==> src/rtl/fb_pixel_writer.sv <==
// Frame-buffer write stage: packs 8bpp pixels into 64-bit words, queues them and writes them out.
// Define FB_WRITER_DBLBUF_EN for front/back double buffering with a swap on every completed frame.
module fb_pixel_writer #(
  parameter int          FB_W       = 720,
  parameter int          FB_H       = 480,
  parameter logic [31:0] BASE_ADDR  = 32'h3000_0000,
  parameter int          FIFO_DEPTH = 4
) (
  input  logic        clk_sys,
  input  logic        reset_n,
  input  logic        pix_valid,
  output logic        pix_ready,
  input  logic [7:0]  pix_data,
  input  logic        pix_first,
  output logic [28:0] fb_addr,
  output logic [63:0] fb_data,
  output logic        fb_req,
  input  logic        fb_ready,
  output logic        frame_done,
  output logic        resync,
  output logic [31:0] fb_base
);

  localparam int NUM_WORDS = FB_W * FB_H / 8;
  localparam int IDX_W     = (NUM_WORDS > 1) ? $clog2(NUM_WORDS) : 1;
  localparam int PTR_W     = $clog2(FIFO_DEPTH);
  localparam logic [IDX_W-1:0] LAST_IDX  = IDX_W'(NUM_WORDS - 1);
  localparam logic [28:0]      BASE_WORD = BASE_ADDR[31:3];
`ifdef FB_WRITER_DBLBUF_EN
  localparam logic [28:0]      BUF_WORDS = 29'(NUM_WORDS);
  localparam logic [31:0]      BUF1_BASE = BASE_ADDR + 32'(FB_W * FB_H);
`endif

  typedef enum logic {S_IDLE, S_REQ} state_t;

  state_t             r_state;
  state_t             w_nextState;
  logic               r_live;
  logic [2:0]         r_packCnt;
  logic [55:0]        r_packWord;
  logic [IDX_W-1:0]   r_wordIdx;
  logic [63:0]        r_memData [FIFO_DEPTH];
  logic [IDX_W-1:0]   r_memIdx  [FIFO_DEPTH];
  logic [PTR_W:0]     r_wrPtr;
  logic [PTR_W:0]     r_rdPtr;
  logic [28:0]        r_fbAddr;
  logic [63:0]        r_fbData;
  logic [IDX_W-1:0]   r_headIdx;
  logic               r_frameDone;
  logic               r_resync;

  logic [PTR_W:0]     w_count;
  logic [PTR_W:0]     w_rdNext;
  logic               w_full;
  logic               w_empty;
  logic               w_pixAccept;
  logic               w_aligned;
  logic               w_realign;
  logic               w_push;
  logic [63:0]        w_pushData;
  logic               w_pop;
  logic               w_lastPop;
  logic               w_load;
  logic [63:0]        w_loadData;
  logic [IDX_W-1:0]   w_loadIdx;
  logic [28:0]        w_loadAddr;

  assign w_count     = r_wrPtr - r_rdPtr;
  assign w_rdNext    = r_rdPtr + 1'b1;
  assign w_full      = (w_count == (PTR_W+1)'(FIFO_DEPTH));
  assign w_empty     = (w_count == '0);
  assign pix_ready   = r_live & ~(w_full & (r_packCnt == 3'd7));
  assign w_pixAccept = pix_valid & pix_ready;
  assign w_aligned   = (r_packCnt == 3'd0) && (r_wordIdx == '0);
  assign w_realign   = w_pixAccept & pix_first & ~w_aligned;
  assign w_push      = w_pixAccept & ~w_realign & (r_packCnt == 3'd7);
  assign w_pushData  = {pix_data, r_packWord};
  assign w_pop       = (r_state == S_REQ) & fb_ready;
  assign w_lastPop   = w_pop & (r_headIdx == LAST_IDX);

  // pix_ready stays low until the first clock after reset is released
  always_ff @(posedge clk_sys or negedge reset_n) begin
    if (!reset_n) begin
      r_live <= 1'b0;
    end else begin
      r_live <= 1'b1;
    end
  end

  always_ff @(posedge clk_sys or negedge reset_n) begin
    if (!reset_n) begin
      r_packCnt  <= 3'd0;
      r_packWord <= '0;
      r_wordIdx  <= '0;
      r_resync   <= 1'b0;
    end else begin
      r_resync <= w_realign;
      if (w_pixAccept) begin
        if (w_realign) begin
          r_packWord[7:0] <= pix_data;
          r_packCnt       <= 3'd1;
          r_wordIdx       <= '0;
        end else if (r_packCnt == 3'd7) begin
          r_packCnt <= 3'd0;
          r_wordIdx <= (r_wordIdx == LAST_IDX) ? '0 : r_wordIdx + 1'b1;
        end else begin
          for (int n = 0; n < 7; n++) begin
            if (r_packCnt == 3'(n)) r_packWord[8*n +: 8] <= pix_data;
          end
          r_packCnt <= r_packCnt + 3'd1;
        end
      end
    end
  end

  always_ff @(posedge clk_sys) begin
    if (w_push) begin
      r_memData[r_wrPtr[PTR_W-1:0]] <= w_pushData;
      r_memIdx[r_wrPtr[PTR_W-1:0]]  <= r_wordIdx;
    end
  end

  always_ff @(posedge clk_sys or negedge reset_n) begin
    if (!reset_n) begin
      r_wrPtr <= '0;
      r_rdPtr <= '0;
    end else begin
      if (w_push) r_wrPtr <= r_wrPtr + 1'b1;
      if (w_pop)  r_rdPtr <= w_rdNext;
    end
  end

  // A word pushed on the same edge as the last pop is forwarded so REQ never gaps
  always_comb begin
    w_nextState = r_state;
    w_load      = 1'b0;
    w_loadData  = r_memData[r_rdPtr[PTR_W-1:0]];
    w_loadIdx   = r_memIdx[r_rdPtr[PTR_W-1:0]];
    case (r_state)
      S_IDLE: begin
        if (!w_empty) begin
          w_load      = 1'b1;
          w_nextState = S_REQ;
        end
      end
      S_REQ: begin
        if (fb_ready) begin
          if (w_count > (PTR_W+1)'(1)) begin
            w_load     = 1'b1;
            w_loadData = r_memData[w_rdNext[PTR_W-1:0]];
            w_loadIdx  = r_memIdx[w_rdNext[PTR_W-1:0]];
          end else if (w_push) begin
            w_load     = 1'b1;
            w_loadData = w_pushData;
            w_loadIdx  = r_wordIdx;
          end else begin
            w_nextState = S_IDLE;
          end
        end
      end
      default: w_nextState = S_IDLE;
    endcase
  end

`ifdef FB_WRITER_DBLBUF_EN
  logic r_backSel;
  logic r_fbBaseSel;
  logic w_loadSel;

  // A word loaded on the edge that completes a frame already belongs to the other buffer
  assign w_loadSel  = r_backSel ^ w_lastPop;
  assign w_loadAddr = BASE_WORD + 29'(w_loadIdx) + (w_loadSel ? BUF_WORDS : 29'd0);
  assign fb_base    = r_fbBaseSel ? BUF1_BASE : BASE_ADDR;

  always_ff @(posedge clk_sys or negedge reset_n) begin
    if (!reset_n) begin
      r_backSel   <= 1'b0;
      r_fbBaseSel <= 1'b0;
    end else if (w_lastPop) begin
      r_backSel   <= ~r_backSel;
      r_fbBaseSel <= r_backSel;
    end
  end
`else
  assign w_loadAddr = BASE_WORD + 29'(w_loadIdx);
  assign fb_base    = BASE_ADDR;
`endif

  always_ff @(posedge clk_sys or negedge reset_n) begin
    if (!reset_n) begin
      r_state     <= S_IDLE;
      r_fbAddr    <= '0;
      r_fbData    <= '0;
      r_headIdx   <= '0;
      r_frameDone <= 1'b0;
    end else begin
      r_state     <= w_nextState;
      r_frameDone <= w_lastPop;
      if (w_load) begin
        r_fbAddr  <= w_loadAddr;
        r_fbData  <= w_loadData;
        r_headIdx <= w_loadIdx;
      end
    end
  end

  assign fb_req     = (r_state == S_REQ);
  assign fb_addr    = r_fbAddr;
  assign fb_data    = r_fbData;
  assign frame_done = r_frameDone;
  assign resync     = r_resync;

endmodule

==> config.mk <==
export PLATFORM = sky130hd
export DESIGN_NAME = fb_pixel_writer
export DESIGN_NICKNAME = d
export VERILOG_FILES = /design/src/rtl/fb_pixel_writer.sv
export SDC_FILE = /design/constraint.sdc
export NUM_CORES = 1
export LEC_CHECK = 0
export CORE_ASPECT_RATIO = 1.2
export CORE_MARGIN = 8
export CORE_UTILIZATION = 30
export DETAILED_ROUTE_END_ITERATION = 8
export PLACE_DENSITY = 0.58
export SYNTH_ARGS = -nofsm -noshare
export SYNTH_HDL_FRONTEND = slang
export SYNTH_SLANG_ARGS = --single-unit
==> constraint.sdc <==
create_clock -name clk_sys -period 6.9 [get_ports clk_sys]
set_input_delay 0.69 -clock clk_sys [delete_from_list [all_inputs] [get_ports clk_sys]]
set_output_delay 0.69 -clock clk_sys [all_outputs]
set_load 0.02 [all_outputs]
# Yosys cells after proc, flatten, opt, wreduce, memory -nomap -nowiden
# Memories as Yosys holds them, arrays and structs flattened.
# Index checks and enable logic that the tools add are counted.
# totals
ff_bits	194
latchBits	0
mem_bits_rw	320
romBits	0
inputBits	13
output_inout_bits	129
word_cells	90
memories	2
# mem_list
name	words	width	rd	rd_clocked_by_memory_dff	wr	line	text
r_memData	4	64	2	0	1	42	logic [63:0] r_memData [FIFO_DEPTH];
r_memIdx	4	16	2	0	1	43	logic [IDX_W-1:0] r_memIdx [FIFO_DEPTH];
# op_classes
n_addsub	6
mul	0
n_div	0
n_lt_le_gt_ge	1
eq_ne	11
shifts	0
mux	24
bitwise_logic	14
reduce_logical	14
# op_table
operator	n
$mux 64	4
$mux 16	7
$eq 16x16->1 const B	2
$add 27x16->28 const A	1
$mux 8	3
$reduce_and 4->1	6
$add 16x1->16 const B	1
$logic_not 16->1	1
$eq 3x3->1 const B	5
$add 3x1->3 const B	3
$and 1x1->1	9
$eq 3x2->1 const B	2
$logic_not 3->1	2
$mux 1	6
$mux 3	2
$not 1->1	5
$pmux 1 s2	2
$reduce_bool 2->1	2
$eq 3x1->1 const B	1
$gt 3x1->1 const B	1
$reduce_and 3->1	1
$sub 3x3->3	1
$ne 2x2->1 const B	1
$reduce_and 2->1	1
$logic_and 1x1->1	1

# Depth between registers and ports, before layout
# depth
word_depth	16
depth_mapped	13

# Worst setup path before layout
# No wires, ideal clock.
# synth_path
kind	register to register
start	register r_wrPtr[0]
end	memory r_memData[3][0], enable pin
arrival_ns	3.839
required_time_ns	6.451
path_slack_ns	2.612
stages_incl_launch_ff	9
n_path_buf	1
period_less_slack_ns	4.288
path_cell_list	dfrtp_1 > inv_1 > ha_1 > fa_1 > xor3_2 > a41oi_4 > and2_1 > buf_6 > and3_1
# synth_via
elab_chain_cells	13
# synth_rtl
item	line	text
start: declaration	44	logic [PTR_W:0] r_wrPtr;
start signal: assignment	128	if (w_push) r_wrPtr <= r_wrPtr + 1'b1;
$sub 3x3->3	68	assign w_count = r_wrPtr - r_rdPtr;
$eq 3x3->1	70	assign w_full = (w_count == (PTR_W+1)'(FIFO_DEPTH));
$and 1x1->1	72	assign pix_ready = r_live & ~(w_full & (r_packCnt == 3'd7));
$not 1->1	72	
$and 1x1->1	72	
$and 1x1->1	73	assign w_pixAccept = pix_valid & pix_ready;
$and 1x1->1 (2 in a row)	75	assign w_realign = w_pixAccept & pix_first & ~w_aligned;
$not 1->1 (no line)	-	
$and 1x1->1 (2 in a row)	76	assign w_push = w_pixAccept & ~w_realign & (r_packCnt == 3'd7);
$mux 1	117	if (w_push) begin
$mux 1 (not written as such)	118	r_memData[r_wrPtr[PTR_W-1:0]] <= w_pushData;
end: declaration	42	
# Several ways; a longest one is shown, not always the timed one.

# Worst setup path in the final report
# layout_path
start	register r_rdPtr[0]
end	register r_fbData[17] (netlist: fb_data[17])
# layout_via
elab_chain_cells	15
elab_cells_between_ends	24
classes_between	2 x add/sub; 1 x order compare; 1 x eq/ne; 9 x mux; 9 x bitwise; 1 x reduce/logical; 1 x memory
# layout_rtl
item	line	text
start: declaration	45	logic [PTR_W:0] r_rdPtr;
start signal: assignment	129	if (w_pop) r_rdPtr <= w_rdNext;
$sub 3x3->3	68	
$eq 3x3->1	70	
$and 1x1->1	72	
$not 1->1	72	
$and 1x1->1	72	
$and 1x1->1	73	
$and 1x1->1 (2 in a row)	75	
$not 1->1 (no line)	-	
$and 1x1->1 (2 in a row)	76	
$mux 1 / $mux 64 (equally long branches)	152	end else if (w_push) begin
$mux 1 / $mux 64 (equally long branches)	148	if (w_count > (PTR_W+1)'(1)) begin
$mux 1 / $mux 64 (equally long branches)	147	if (fb_ready) begin
$pmux 1 s2 / $mux 64 (equally long branches)	139	case (r_state)
end signal: assignment	201	r_fbData <= w_loadData;
end: declaration	47	logic [63:0] r_fbData;
# Several ways; a longest one is shown, not always the timed one.
# A chain may end at the register's enable or synchronous reset.

==> flow_metrics.env <==
export IMPL_final_setup_viol_count=0
export IMPL_numCtsBuffers=53
export IMPL_synthAdderAreaFrac_pct=0.888
export IMPL_std_cell_rows=108
export IMPL_tns_ns=0
export IMPL_dp_hpwl_microns=33200
export IMPL_synthFlopType="edfxtp_1"
export IMPL_slowest_delay_ns=1.02
export IMPL_critPathMaxFanout=81
export IMPL_final_nets=1364
export IMPL_synth_area_leaders="edfxtp_1, dfrtp_1, mux4_2, mux2_2, a221o_1"
export IMPL_syn_area_per_cell_sq_um=17.8
export IMPL_synth_xor_area_share_pct=0.393
export IMPL_period_needed_ns=4.64
export IMPL_fp_dieH_microns=312
export IMPL_placedCellCount=2216
export IMPL_synth_largest_area_cell="edfxtp_1"
export IMPL_detail_route_first_pass_iterations=5
export IMPL_synthesis_instances=1232
export IMPL_arrival_ns=5.17
export IMPL_synth_seq_cells=486
export IMPL_cp_common_cell="buf_4"
export IMPL_p_per_area_nw_per_um2=478
export IMPL_yosysMostFrequentCell="edfxtp_1"
export IMPL_htreeDepth=2
export IMPL_grt_max_degree=82
export IMPL_drive_above_1_share_pct=31.2
export IMPL_leakage_nw=9.04
export IMPL_synthSimpleGateAreaFrac_pct=4.44
export IMPL_gp_congestion=0.794
export IMPL_ant_nets=0
export IMPL_grt_usage_pct=13.9
export IMPL_wl_per_cell_microns=25.0
export IMPL_vias_per_cell=5.33
export IMPL_cp_end_kind="flip-flop"
export IMPL_core_region_area_sq_um=72400
export IMPL_yosys_warnings=0
export IMPL_worstPathRequired_ns=7.43
export IMPL_synth_edf_count=320
export IMPL_skew_ns=0.0148
export IMPL_worstMarginPinSlew_ns=1.07
export IMPL_path_delay_family="compound AO/OA/AOI/OAI gates"
export IMPL_io_buffer_count=98
export IMPL_grt_pass1_wl_microns=87800
export IMPL_multi_input_area_sq_um=7730
export IMPL_synth_top_family_by_area="multiplexers"
export IMPL_cts_sinks=486
export IMPL_hold_ws_ns=0.141
export IMPL_io_pins=142
export IMPL_fin_area_sq_um=25700
export IMPL_synthArstFlopShare_pct=34.2
export IMPL_antenna_found_initial=2
export IMPL_clockBufferDepth=3
export IMPL_post_route_period_util_pct=67.3
export IMPL_clk_latency_ns=0.59
export IMPL_start_kind="flip-flop"
export IMPL_initial_utilization_pct=30.3
export IMPL_cts_tree="built"
export IMPL_cts_resized_gates=0
export IMPL_synth_top_area_share_pct=43.7
export IMPL_first_iter_violations=949
export IMPL_min_path_type="in -> async"
export IMPL_crit_chain="ha_1 -> fa_1 -> xor3_2 -> nor2_1 -> nor2_4 -> buf_4 -> a31oi_4 -> buf_4 -> a221o_1 -> mux2_2"
export IMPL_dieArea_sq_um=82200
export IMPL_nFillCells=6775
export IMPL_path_buf_inv=2
export IMPL_slowest_stage="dfrtp_4"
export IMPL_grt_setup_unrepaired="no"
export IMPL_netlist_top_cells_count="edfxtp_1, dfrtp_1, mux4_2"
export IMPL_status="completed"
export IMPL_die_w_microns=263
export IMPL_slew_headroom_pct=27.9
export IMPL_ctsHoldBuffers=0
export IMPL_grt_pass1_vias=13500
export IMPL_power_mw=12.3
export IMPL_syn_to_final_growth_pct=16.8
export IMPL_peakVddDrop_mv=0.325
export IMPL_antenna_cells=0
export IMPL_seq_area_sq_um=13800
export IMPL_setup_worst_path_class="reg -> reg"
export IMPL_grt_ovfl_total=0
export IMPL_synth_compound_area_share_pct=4.95
export IMPL_max_freq_mhz=215
export IMPL_seq_area_frac_synth_pct=62.6
export IMPL_hold_violations=0
export IMPL_clk_pin_slew_ns=0.06
export IMPL_route_detailed_drc=0
export IMPL_synth_cell_type_count=50
export IMPL_ctsRootBufferMaster="clkbuf_16"
export IMPL_synthMuxAreaShare_pct=23.5
export IMPL_fin_cells=2315
export IMPL_max_cap_violations=0
export IMPL_num_vias=12300
export IMPL_syn_area_sq_um=22000
export IMPL_placed_area_sq_um=23900
export IMPL_slew_violations=0
export IMPL_post_cts_buffers=0
export IMPL_routed_wirelength_microns=57900
## kinds of logic after synthesis
family / Yosys count
flops: 486
mux: 298
simple gates: 173
buf+inv: 130
compound gates: 120
fa+ha+maj: 15
xor+xnor: 8
other cells: 2
## registers in the layout, indices dropped and copies added, names as in the netlist, 2 cells and up
name and count:
r_rdPtr 3, r_packWord 56, r_packCnt 3, fb_data 64, r_memIdx 64, r_wordIdx 16
r_memData 256, fb_addr 2, r_headIdx 15, r_wrPtr 3
## through the flow
step                setup slack [ns]  utilization (%)
finish                          2.26             35.4
detailed placement              2.21             33.0
global route                    1.95             35.4
floorplan                       2.61                -
global placement                2.27             33.0
CTS                             2.19             35.4
## power by group
group	switching (mW)	total (mW)	internal, mW	leakage, nW
clock network	1.17	2.87	1.70	0.883
logic	2.34	5.07	2.73	3.20
registers	0.612	4.34	3.73	4.96
## worst register-to-register path, stage by stage, from the launching register on
cell and delay (ns):
dfrtp_4 1.02, ha_1 0.32, fa_1 0.18, xor3_2 0.33, nor2_1 0.40, nor2_4 0.03
buf_4 0.45, a31oi_4 0.83, buf_4 0.59, a221o_1 0.29, mux2_2 0.14
## placed cells by master (no fill, tap or decap), types with 4 or more instances in the layout
cell / netlist / final
edfxtp_1: 320 / 320
a221o_1: 79 / 79
clkbuf_8: 0 / 7
a21oi_1: 6 / 6
conb_1: 2 / 44
nor2_1: 15 / 14
mux4_2: 160 / 160
clkbuf_1: 55 / 8
dfrtp_1: 166 / 164
clkinv_2: 0 / 17
and3_4: 0 / 5
nor3_1: 5 / 5
bufinv_16: 0 / 5
a31oi_1: 7 / 6
nand2_1: 25 / 25
ha_1: 14 / 13
and2_1: 80 / 80
clkinv_1: 0 / 4
nand3_1: 14 / 14
nand2b_1: 5 / 5
buf_4: 44 / 27
nor4_1: 6 / 6
clkdlybuf4s50_1: 0 / 97
mux2_2: 137 / 137
inv_1: 12 / 12
clkbuf_16: 0 / 55
xnor2_1: 4 / 4
o21ai_0: 11 / 11
## final cells by class
| cell class | instances | share of cell area [%] |
|---|---|---|
| Sequential cell | 486 | 53.6 |
| Multi-Input combinational cell | 658 | 30.1 |
| Clock buffer | 69 | 5.80 |
| Timing Repair Buffer | 125 | 4.62 |
| Tap cell | 935 | 4.56 |
| Clock inverter | 30 | 1.10 |
| Inverter | 12 | 0.175 |
## final timing paths
check	depth (start not counted)	startpoint	slack, ns	endpoint
max in group asynchronous	2	reset_n	5.39	r_rdPtr[1]
worst max-delay path	10	r_rdPtr[0]	2.26	fb_data[17]
min in group clk_sys	1	fb_data[48]	0.51	fb_data[48]
worst min register to register	1	fb_data[48]	0.51	fb_data[48]
worst min-delay path	1	reset_n	0.14	fb_data[46]
worst max register to register	10	r_rdPtr[0]	2.26	fb_data[17]
## routing by layer
layer	wire, microns	vias up	track usage, %
li1	-	5144	-
met1	24300	6712	17.7
met2	28800	403	23.8
met3	3460	77	3.13
met4	1300	2	3.58
met5	13	-	0
Note: power is estimated with default switching activity, not from simulation.
